[config.mk]
export PLATFORM = sky130hd
export DESIGN_NAME = mult_div_sequencer
export DESIGN_NICKNAME = d
export VERILOG_FILES = /design/src/rtl/mips_pkg.sv /design/src/rtl/md_sign_fix.sv /design/src/rtl/mult_div_sequencer.sv
export SDC_FILE = /design/constraint.sdc
export NUM_CORES = 1
export LEC_CHECK = 0
export ABC_CLOCK_PERIOD_IN_PS = 5450
export CORE_MARGIN = 8
export CORE_UTILIZATION = 54
export DETAILED_ROUTE_END_ITERATION = 7
export PLACE_DENSITY = 0.88
export SLEW_MARGIN = 0
export SYNTH_ARGS = -nofsm -noshare
export SYNTH_HDL_FRONTEND = slang
export SYNTH_SLANG_ARGS = --single-unit
[constraint.sdc]
create_clock -name clk -period 5.45 [get_ports clk]
set_input_delay 1.09 -clock clk [delete_from_list [all_inputs] [get_ports clk]]
set_output_delay 1.09 -clock clk [all_outputs]
set_load 0.03 [all_outputs]
[src/rtl/mips_pkg.sv]
// Shared definitions for the core: ALU op encodings, multiply/divide
// sequencer state type and the default iteration count.
package mips_pkg;

    localparam int unsigned ITERATIONS_DEFAULT = 32;

    localparam logic [3:0] ALU_AND = 4'b0000;
    localparam logic [3:0] ALU_OR  = 4'b0001;
    localparam logic [3:0] ALU_NOR = 4'b0010;
    localparam logic [3:0] ALU_ADD = 4'b0011;
    localparam logic [3:0] ALU_SUB = 4'b0100;
    localparam logic [3:0] ALU_LUI = 4'b0101;
    localparam logic [3:0] ALU_JAL = 4'b0110;

    typedef enum logic [1:0] {
        MD_IDLE,
        MD_RUN,
        MD_FIXUP,
        MD_DONE
    } md_state_t;

endpackage

[src/rtl/md_sign_fix.sv]
// Combinational two's-complement helper: passes value through or negates it.
// Used only by the signed build of mult_div_sequencer.
module md_sign_fix #(
    parameter int unsigned WIDTH = 32
) (
    input  logic [WIDTH-1:0] value,
    input  logic             negate,
    output logic [WIDTH-1:0] result
);

    assign result = negate ? ('0 - value) : value;

endmodule

[src/rtl/mult_div_sequencer.sv]
// Iterative MULTU/DIVU engine driving the shared ALU one ADD/SUB per cycle.
// Define MULT_DIV_SIGNED_EN to add signed operation with a FIXUP state.
module mult_div_sequencer
    import mips_pkg::*;
#(
    parameter int unsigned ITERATIONS = ITERATIONS_DEFAULT
) (
    input  logic        clk,
    input  logic        reset,
    input  logic        start,
    input  logic        op_div,
    input  logic        op_signed,
    input  logic [31:0] rs_data,
    input  logic [31:0] rt_data,
    output logic        busy,
    output logic        done,
    output logic [31:0] hi,
    output logic [31:0] lo,
    output logic        alu_req,
    output logic [3:0]  alu_op,
    output logic [31:0] alu_a,
    output logic [31:0] alu_b,
    input  logic [31:0] alu_result
);

    localparam logic [4:0] LAST_ITER = 5'(ITERATIONS - 1);

    md_state_t   state;
    md_state_t   state_next;
    logic [4:0]  count;
    logic [31:0] opnd;
    logic        div_r;
    logic        div_zero;
    logic [31:0] mag_a;
    logic [31:0] mag_b;
    logic [31:0] rem_shift;
    logic [31:0] step_hi;
    logic [31:0] step_lo;
    logic [31:0] mul_sum;
    logic        mul_carry;

    assign div_zero  = op_div && (rt_data == '0);
    assign rem_shift = {hi[30:0], lo[31]};

`ifdef MULT_DIV_SIGNED_EN
    logic        sign_a;
    logic        sign_b;
    logic        sign_a_r;
    logic        sign_b_r;
    logic [63:0] fix_prod;
    logic [31:0] fix_rem;
    logic [31:0] fix_quo;

    assign sign_a = op_signed & rs_data[31];
    assign sign_b = op_signed & rt_data[31];

    md_sign_fix #(.WIDTH(32)) u_mag_a (.value(rs_data), .negate(sign_a), .result(mag_a));
    md_sign_fix #(.WIDTH(32)) u_mag_b (.value(rt_data), .negate(sign_b), .result(mag_b));
    md_sign_fix #(.WIDTH(64)) u_fix_prod (.value({hi, lo}), .negate(sign_a_r ^ sign_b_r), .result(fix_prod));
    md_sign_fix #(.WIDTH(32)) u_fix_rem (.value(hi), .negate(sign_a_r), .result(fix_rem));
    md_sign_fix #(.WIDTH(32)) u_fix_quo (.value(lo), .negate(sign_a_r ^ sign_b_r), .result(fix_quo));
`else
    logic unused_signed;
    assign unused_signed = op_signed;
    assign mag_a = rs_data;
    assign mag_b = rt_data;
`endif

    always_ff @(posedge clk or negedge reset) begin
        if (!reset) begin
            state <= MD_IDLE;
        end else begin
            state <= state_next;
        end
    end

    always_comb begin
        state_next = state;
        case (state)
            MD_IDLE: begin
                if (start) begin
                    state_next = div_zero ? MD_DONE : MD_RUN;
                end
            end
            MD_RUN: begin
                if (count == LAST_ITER) begin
`ifdef MULT_DIV_SIGNED_EN
                    state_next = MD_FIXUP;
`else
                    state_next = MD_DONE;
`endif
                end
            end
            MD_FIXUP: state_next = MD_DONE;
            MD_DONE:  state_next = MD_IDLE;
            default:  state_next = MD_IDLE;
        endcase
    end

    always_comb begin
        busy    = (state != MD_IDLE);
        done    = (state == MD_DONE);
        alu_req = 1'b0;
        alu_op  = '0;
        alu_a   = '0;
        alu_b   = '0;
        if (state == MD_RUN) begin
            alu_req = 1'b1;
            alu_b   = opnd;
            if (div_r) begin
                alu_op = ALU_SUB;
                alu_a  = rem_shift;
            end else begin
                alu_op = ALU_ADD;
                alu_a  = hi;
            end
        end
    end

    // One shift-add (multiply) or restoring-subtract (divide) step; hi[31] set
    // before the shift means the 33-bit partial remainder already exceeds the divisor.
    always_comb begin
        step_hi   = hi;
        step_lo   = lo;
        mul_sum   = hi;
        mul_carry = 1'b0;
        if (div_r) begin
            if (hi[31] || (rem_shift >= opnd)) begin
                step_hi = alu_result;
                step_lo = {lo[30:0], 1'b1};
            end else begin
                step_hi = rem_shift;
                step_lo = {lo[30:0], 1'b0};
            end
        end else begin
            if (lo[0]) begin
                mul_sum   = alu_result;
                mul_carry = (alu_result < hi);
            end
            step_hi = {mul_carry, mul_sum[31:1]};
            step_lo = {mul_sum[0], lo[31:1]};
        end
    end

    always_ff @(posedge clk or negedge reset) begin
        if (!reset) begin
            hi    <= '0;
            lo    <= '0;
            opnd  <= '0;
            div_r <= 1'b0;
            count <= '0;
`ifdef MULT_DIV_SIGNED_EN
            sign_a_r <= 1'b0;
            sign_b_r <= 1'b0;
`endif
        end else begin
            case (state)
                MD_IDLE: begin
                    if (start) begin
                        div_r <= op_div;
                        count <= '0;
`ifdef MULT_DIV_SIGNED_EN
                        sign_a_r <= sign_a & ~div_zero;
                        sign_b_r <= sign_b & ~div_zero;
`endif
                        if (div_zero) begin
                            hi <= rs_data;
                            lo <= '1;
                        end else if (op_div) begin
                            hi   <= '0;
                            lo   <= mag_a;
                            opnd <= mag_b;
                        end else begin
                            hi   <= '0;
                            lo   <= mag_b;
                            opnd <= mag_a;
                        end
                    end
                end
                MD_RUN: begin
                    hi    <= step_hi;
                    lo    <= step_lo;
                    count <= count + 5'd1;
                end
`ifdef MULT_DIV_SIGNED_EN
                MD_FIXUP: begin
                    if (div_r) begin
                        hi <= fix_rem;
                        lo <= fix_quo;
                    end else begin
                        hi <= fix_prod[63:32];
                        lo <= fix_prod[31:0];
                    end
                end
`endif
                default: ;
            endcase
        end
    end

endmodule

==> key figures, run 1 <==
Run status
  • Run status: finished clean

Die
  • Die ar.: 0.0210 mm²
  • I/O pin count: 236
  • Die Y: 145 µm
  • Initial core utilization: 0.546
  • Site row count: 47
  • Core footprint: 0.0164 mm²
  • Die X-Extent: 145 µm

Yosys
  • Mapped Area: 0.00895 mm²
  • Top_reg_cell synth: dfrtp_1
  • Syn_area_per_cell: 8.41 µm²
  • EDFF count, synth: 0
  • Synth top cells by count: mux2i_1, nor2_1, dfrtp_1
  • Post-synthesis cell type count: 60
  • Post-synthesis async set-or-reset flop share: 1.00
  • Yosys reg bits: 104
  • Synth area leaders: dfrtp_1, mux2i_1, ha_1
  • Dominant cell type by area after synthesis: dfrtp_1
  • Synth Net Count: 1234
  • Part of the Yosys area used for sequential elements: 0.291
  • Most common cell in the synthesized netlist: mux2i_1
  • Synth warnings: 0
  • Syn Inst Count: 1064
  • Yosys top cell area share: 0.291

STA
  • Period utilization: 0.745
  • Slew Viols, Final: 0
  • Worst-Margin Slew: 1.22 ns
  • Slew margin rel.: 0.185
  • Clock Skews: 0.0106 ns
  • Final setup vio count: 0
  • Final hold vios: 0
  • Post-layout min period: 4.06 ns
  • FMAX: 246 MHz
  • Total negative slack: 0 ns
  • RSZ-0062 raised after global routing: false
  • Worst Hold Slack: 0.486 ns

Critical path
  • Element type at the critical path end: primary output
  • Crit Path Category: reg -> out
  • Worst Setup SP: state[1]$_DFFE_PN0P_
  • Critical-path top delay cell: clkdlybuf4s50_1
  • CP Launch Type: register
  • Required @ worst endpoint: 4.36 ns
  • RR Startpoint: hi[30]$_DFFE_PN0P_
  • CP max stage delay: 0.69 ns
  • Critical path fanouts, max: 81
  • Crit path cell chain: inv_1 > ha_2 > buf_4 > nand2b_1 > buf_4 > inv_1 > clkdlybuf4s50_1
  • Worst Path Arrival: 2.97 ns
  • Buf/Inv on CP: 5
  • Delay-heaviest family, CP: buffers and inverters

Clock network
  • Latest clock arrival within the worst-skew pair: 0.36 ns
  • Setup bufs post-CTS: 0
  • Hold buffers post-CTS: 0
  • Post_cts resized: 0
  • Total CTS buffers: 9
  • Htree depth: 3
  • Clk root buf: clkbuf_16
  • Clock sink total: 104
  • Clock transition at path regs: 0.07 ns
  • Max Root-Sink Buffers: 2
  • TritonCTS clock tree: built

Global route
  • Total track usage: 0.293
  • Met2 GRT Util: 0.460
  • Grt peak-use layer: met2
  • Routing usage on met3: 0.0574
  • Vias in the first global route: 8730
  • Pin count of the biggest net entering global routing: 97
  • Initial antenna violation count: 0
  • Met1 usage: 0.383
  • Total gr overflow: 0
  • First-pass GRT wire length: 47900 µm

Route
  • Avg WL per Cell: 21.2 µm
  • Antenna Nets Post-Route: 0
  • DRC: 0
  • Total Wirelength: 31000 µm
  • First DRT Iteration DRCs: 849
  • Router iterations before antenna repair: 5
  • Via density: 6.25
  • Vias post-DR: 9142

Placement
  • PortBufs: 233
  • DPL Wire Length: 22400 µm
  • GPL Wtd Cong: 0.927

Power
  • P_leak: 5.13 nW
  • Total power: 0.00777 W
  • Peak supply drop: 0.422 mV
  • Cell Pwr Density: 669 mW/mm²

Final layout
  • Share of layout cells above drive strength 1: 0.0404
  • Final nets: 1405
  • Area grow syn2layout: 29.7%

Min path
  • Hold_sp: opnd[31]$_DFFE_PN0P_
  • Worst min path class: reg -> reg

Flow run
  • Max-cap violation count: 0
-- area by class of cell --
cell class / count / area, µm²
fillers: 1296 / 4800
repair buffers: 248 / 2440
diodes: 3 / 7.51
well taps: 220 / 275
clock inverters: 6 / 70.1
clock buffers: 9 / 225
inverters: 74 / 278
multi-input cells: 798 / 5710
flip-flops and latches: 104 / 2610
-- per-layer routing --
layer,vias up,wire [µm]
met5,-,0
met4,0,1220
met3,82,2850
met2,454,14200
met1,4387,12700
li1,4219,-
-- state kept, by name, indices dropped and copies added, names as in the netlist --
signal and count:
opnd 32, state 2, lo 32, count 5
hi 32, div_r 1
-- worst paths after layout --
check	end	cells past startpoint	slack [ns]
max in group asynchronous	opnd[16]$_DFFE_PN0P_	2	3.50
min reg2reg	opnd[31]$_DFFE_PN0P_	2	0.49
min	opnd[31]$_DFFE_PN0P_	2	0.49
max reg2reg	hi[2]$_DFFE_PN0P_	8	1.98
min in group asynchronous	lo[21]$_DFFE_PN0P_	1	0.89
max	alu_op[0]	7	1.39
-- worst min-delay path: stages (launching register included) --
cell     delay [ns]
dfrtp_1        0.35
nand2_1        0.05
o21ai_0        0.06
-- layout by cell type, fill, tap and decap left out, types with 3 or more instances in the layout --
cell type	n
a311o_1	31
clkinvlp_4	3
diode_2	3
a21oi_1	58
ha_1	68
nand2_1	90
o211ai_1	4
buf_4	17
a211oi_1	62
clkbuf_16	9
a21o_1	36
nor3_1	36
nor2b_1	32
o221ai_1	3
mux2i_1	127
nor2_1	104
o21ai_0	45
nand3_1	6
a2111oi_0	31
nor3b_1	3
nand2b_1	5
dfrtp_1	102
clkdlybuf4s50_1	231
nor4_1	8
inv_1	73
nand4_1	10
o21ai_1	3
-- metrics by stage --
| stage | util | cell area, µm² | setup WS [ns] | cells |
|---|---|---|---|---|
| detailed placement | 0.689 | 11300 | 1.16 | 1444 |
| global placement | 0.689 | 11300 | 1.20 | 1444 |
| CTS | 0.707 | 11600 | 1.43 | 1459 |
| floorplan | - | 8950 | 2.32 | 1064 |
| global route | 0.707 | 11600 | 1.23 | 1459 |
| finish | 0.708 | 11600 | 1.39 | 1462 |
-- cell families after synthesis --
| group | Yosys count | share of synthesized area |
|---|---|---|
| AND/OR/NAND/NOR | 308 | 0.159 |
| AO/OA/AOI/OAI | 290 | 0.232 |
| buffers and inverters | 162 | 0.0762 |
| multiplexers | 129 | 0.145 |
| flip-flops | 104 | 0.291 |
| adder cells (fa/ha/maj) | 69 | 0.0964 |
| other | 1 | 0.000419 |
| XOR/XNOR | 1 | 0.000979 |
-- power by group --
group / internal (W) / switching, W
Clock: 0.000357 / 0.000322
Sequential: 0.00117 / 0.000577
Combinational: 0.00215 / 0.00319
Total: 0.00368 / 0.00409
Note: power is estimated with default switching activity, not from simulation.
==> inputs of run 2 (changes only) <==
ABC_CLOCK_PERIOD_IN_PS = 4000   (was 5450)
CORE_UTILIZATION = 50   (was 54)
PLACE_DENSITY = 0.82   (was 0.88)
clock period = 4 ns   (was 5.45 ns; I/O delays follow)
==> key figures, run 2 (synthesized netlist as in run 1, its figures left out) <==
STA
  • Slew Viols, Final: 0
  • Final setup vio count: 0
  • Worst-Margin Slew: 1.22 ns
  • RSZ-0062 raised after global routing: false
  • Clock Skews: 0.0114 ns
  • Slew margin rel.: 0.186
  • Total negative slack: 0 ns
  • FMAX: 280 MHz
  • Post-layout min period: 3.57 ns
  • Period utilization: 0.894
  • Final hold vios: 0

Power
  • Sequential fraction of design power: 0.224
  • Peak supply drop: 0.627 mV
  • Clk pwr share: 0.085
  • Sw power: 0.00556 W
  • Comb pwr share: 0.691
  • Cell Pwr Density: 908 mW/mm²
  • P_leak: 5.19 nW
  • Switching share of total power: 0.523
  • P_int: 0.00506 W

Critical path
  • Element type at the critical path end: primary output
  • Delay-heaviest family, CP: buffers and inverters
  • RR Startpoint: hi[30]$_DFFE_PN0P_
  • Crit path cell chain: ha_2 > inv_2 > buf_4 > nor2_1 > clkdlybuf4s50_1
  • Required @ worst endpoint: 3.20 ns
  • R2R setup slack: 0.69 ns
  • Worst Path Arrival: 2.77 ns
  • Critical-path top delay cell: inv_2
  • CP Launch Type: register
  • Worst Setup SP: state[0]$_DFFE_PN0P_
  • Critical path fanouts, max: 50
  • Buf/Inv on CP: 3
  • CP max stage delay: 0.70 ns
  • Crit Path Category: reg -> out

Final layout
  • Final Core Density: 0.658
  • Commonest non-fill, non-tap cell in the layout: clkdlybuf4s50_1
  • Share of layout cells above drive strength 1: 0.0465
  • Largest registers: hi x32, lo x32, opnd x32
  • Final nets: 1412
  • Most frequent cells in the layout: clkdlybuf4s50_1, mux2i_1, nor2_1
  • Area grow syn2layout: 30.7%

Clock network
  • Latest clock arrival within the worst-skew pair: 0.36 ns
  • Clock sink total: 104
  • Setup bufs post-CTS: 0
  • TritonCTS clock tree: built
  • Total CTS buffers: 9
  • Hold buffers post-CTS: 0
  • Clock transition at path regs: 0.08 ns
  • Htree depth: 3
  • Post_cts resized: 0
  • Clk root buf: clkbuf_16
  • Max Root-Sink Buffers: 2

Die
  • Die X-Extent: 150 µm
  • Core footprint: 0.0178 mm²
  • Die Y: 150 µm
  • Site row count: 49
  • Initial core utilization: 0.504
  • Die ar.: 0.0224 mm²
  • I/O pin count: 236

Placement
  • PortBufs: 233
  • GPL Wtd Cong: 0.926
  • DPL Wire Length: 22900 µm

Route
  • Antenna Nets Post-Route: 0
  • Avg WL per Cell: 20.9 µm
  • Via density: 6.15
  • Router iterations before antenna repair: 5
  • Vias post-DR: 9088
  • First DRT Iteration DRCs: 767
  • Total Wirelength: 30800 µm
  • DRC: 0

Min path
  • Worst min path class: reg -> reg
  • Hold_sp: opnd[15]$_DFFE_PN0P_

Global route
  • First-pass GRT wire length: 46700 µm
  • Total gr overflow: 0
  • Vias in the first global route: 8441
  • Total track usage: 0.263
  • Pin count of the biggest net entering global routing: 81
  • Initial antenna violation count: 0

Run status
  • Run status: finished clean

Flow run
  • Max-cap violation count: 0
-- run 2: changes by cell type in the layout (fill, tap and decap cells not counted), sizes merged --
cell,delta
buf,+7
inv,+2
clkinv,+1
clkbuf,+1
bufinv,-1
diode,-2
clkinvlp,-2
-- run 2: layout make-up --
type                       instances  area, µm²
antenna                            1       2.50
clock buffer                      10        239
clock inverter                     6       50.0
fill                            1500       6080
inverter                          74        278
multi-input combinational        798       5710
sequential                       104       2610
tap                              229        287
timing repair buffer             255       2530
-- run 2: power by group through the flow --
stage | Sequential (W) | Combinational (W) | Clock, W
after floorplan | 0.00270 | 0.00452 | 0
after global placement | 0.00235 | 0.00710 | 0
after detailed placement | 0.00238 | 0.00729 | 0
after CTS | 0.00236 | 0.00733 | 0.000912
after global routing | 0.00245 | 0.00793 | 0.000944
final | 0.00238 | 0.00734 | 0.000906
-- run 2: final timing paths --
check                                        to  cells after the start
max reg2reg                  hi[31]$_DFFE_PN0P_                      8
max in group asynchronous   opnd[6]$_DFFE_PN0P_                      2
min reg2reg                opnd[15]$_DFFE_PN0P_                      2
min in group asynchronous    lo[23]$_DFFE_PN0P_                      1
max                                   alu_b[13]                      5
min                        opnd[15]$_DFFE_PN0P_                      2
-- run 2: worst register-to-register path, delay by kind of cell, from the launching register on --
kind / cells / cell delay (ns)
flops: 1 / 0.51
simple gates: 5 / 1.46
fa+ha+maj: 1 / 0.38
buf+inv: 1 / 0.29
compound gates: 1 / 0.54
-- run 2: layer usage --
layer	global-route usage	vias to the layer above	routed length (µm)
met4	0.107	0	1080
met3	0.0659	69	2920
met2	0.404	444	13800
met1	0.347	4339	13100
li1	-	4236	-
met5	0	-	0
-- run 2: through the flow --
| step | area (µm²) | setup slack (ns) | total power, W | cells | hold WS, ns |
|---|---|---|---|---|---|
| floorplan | 8950 | 1.16 | 0.00723 | 1064 | 0.450 |
| global placement | 11400 | 0.614 | 0.00946 | 1460 | 0.461 |
| detailed placement | 11400 | 0.578 | 0.00967 | 1460 | 0.471 |
| CTS | 11700 | 0.411 | 0.0106 | 1476 | 0.488 |
| global route | 11700 | 0.312 | 0.0113 | 1476 | 0.506 |
| finish | 11700 | 0.426 | 0.0106 | 1477 | 0.485 |
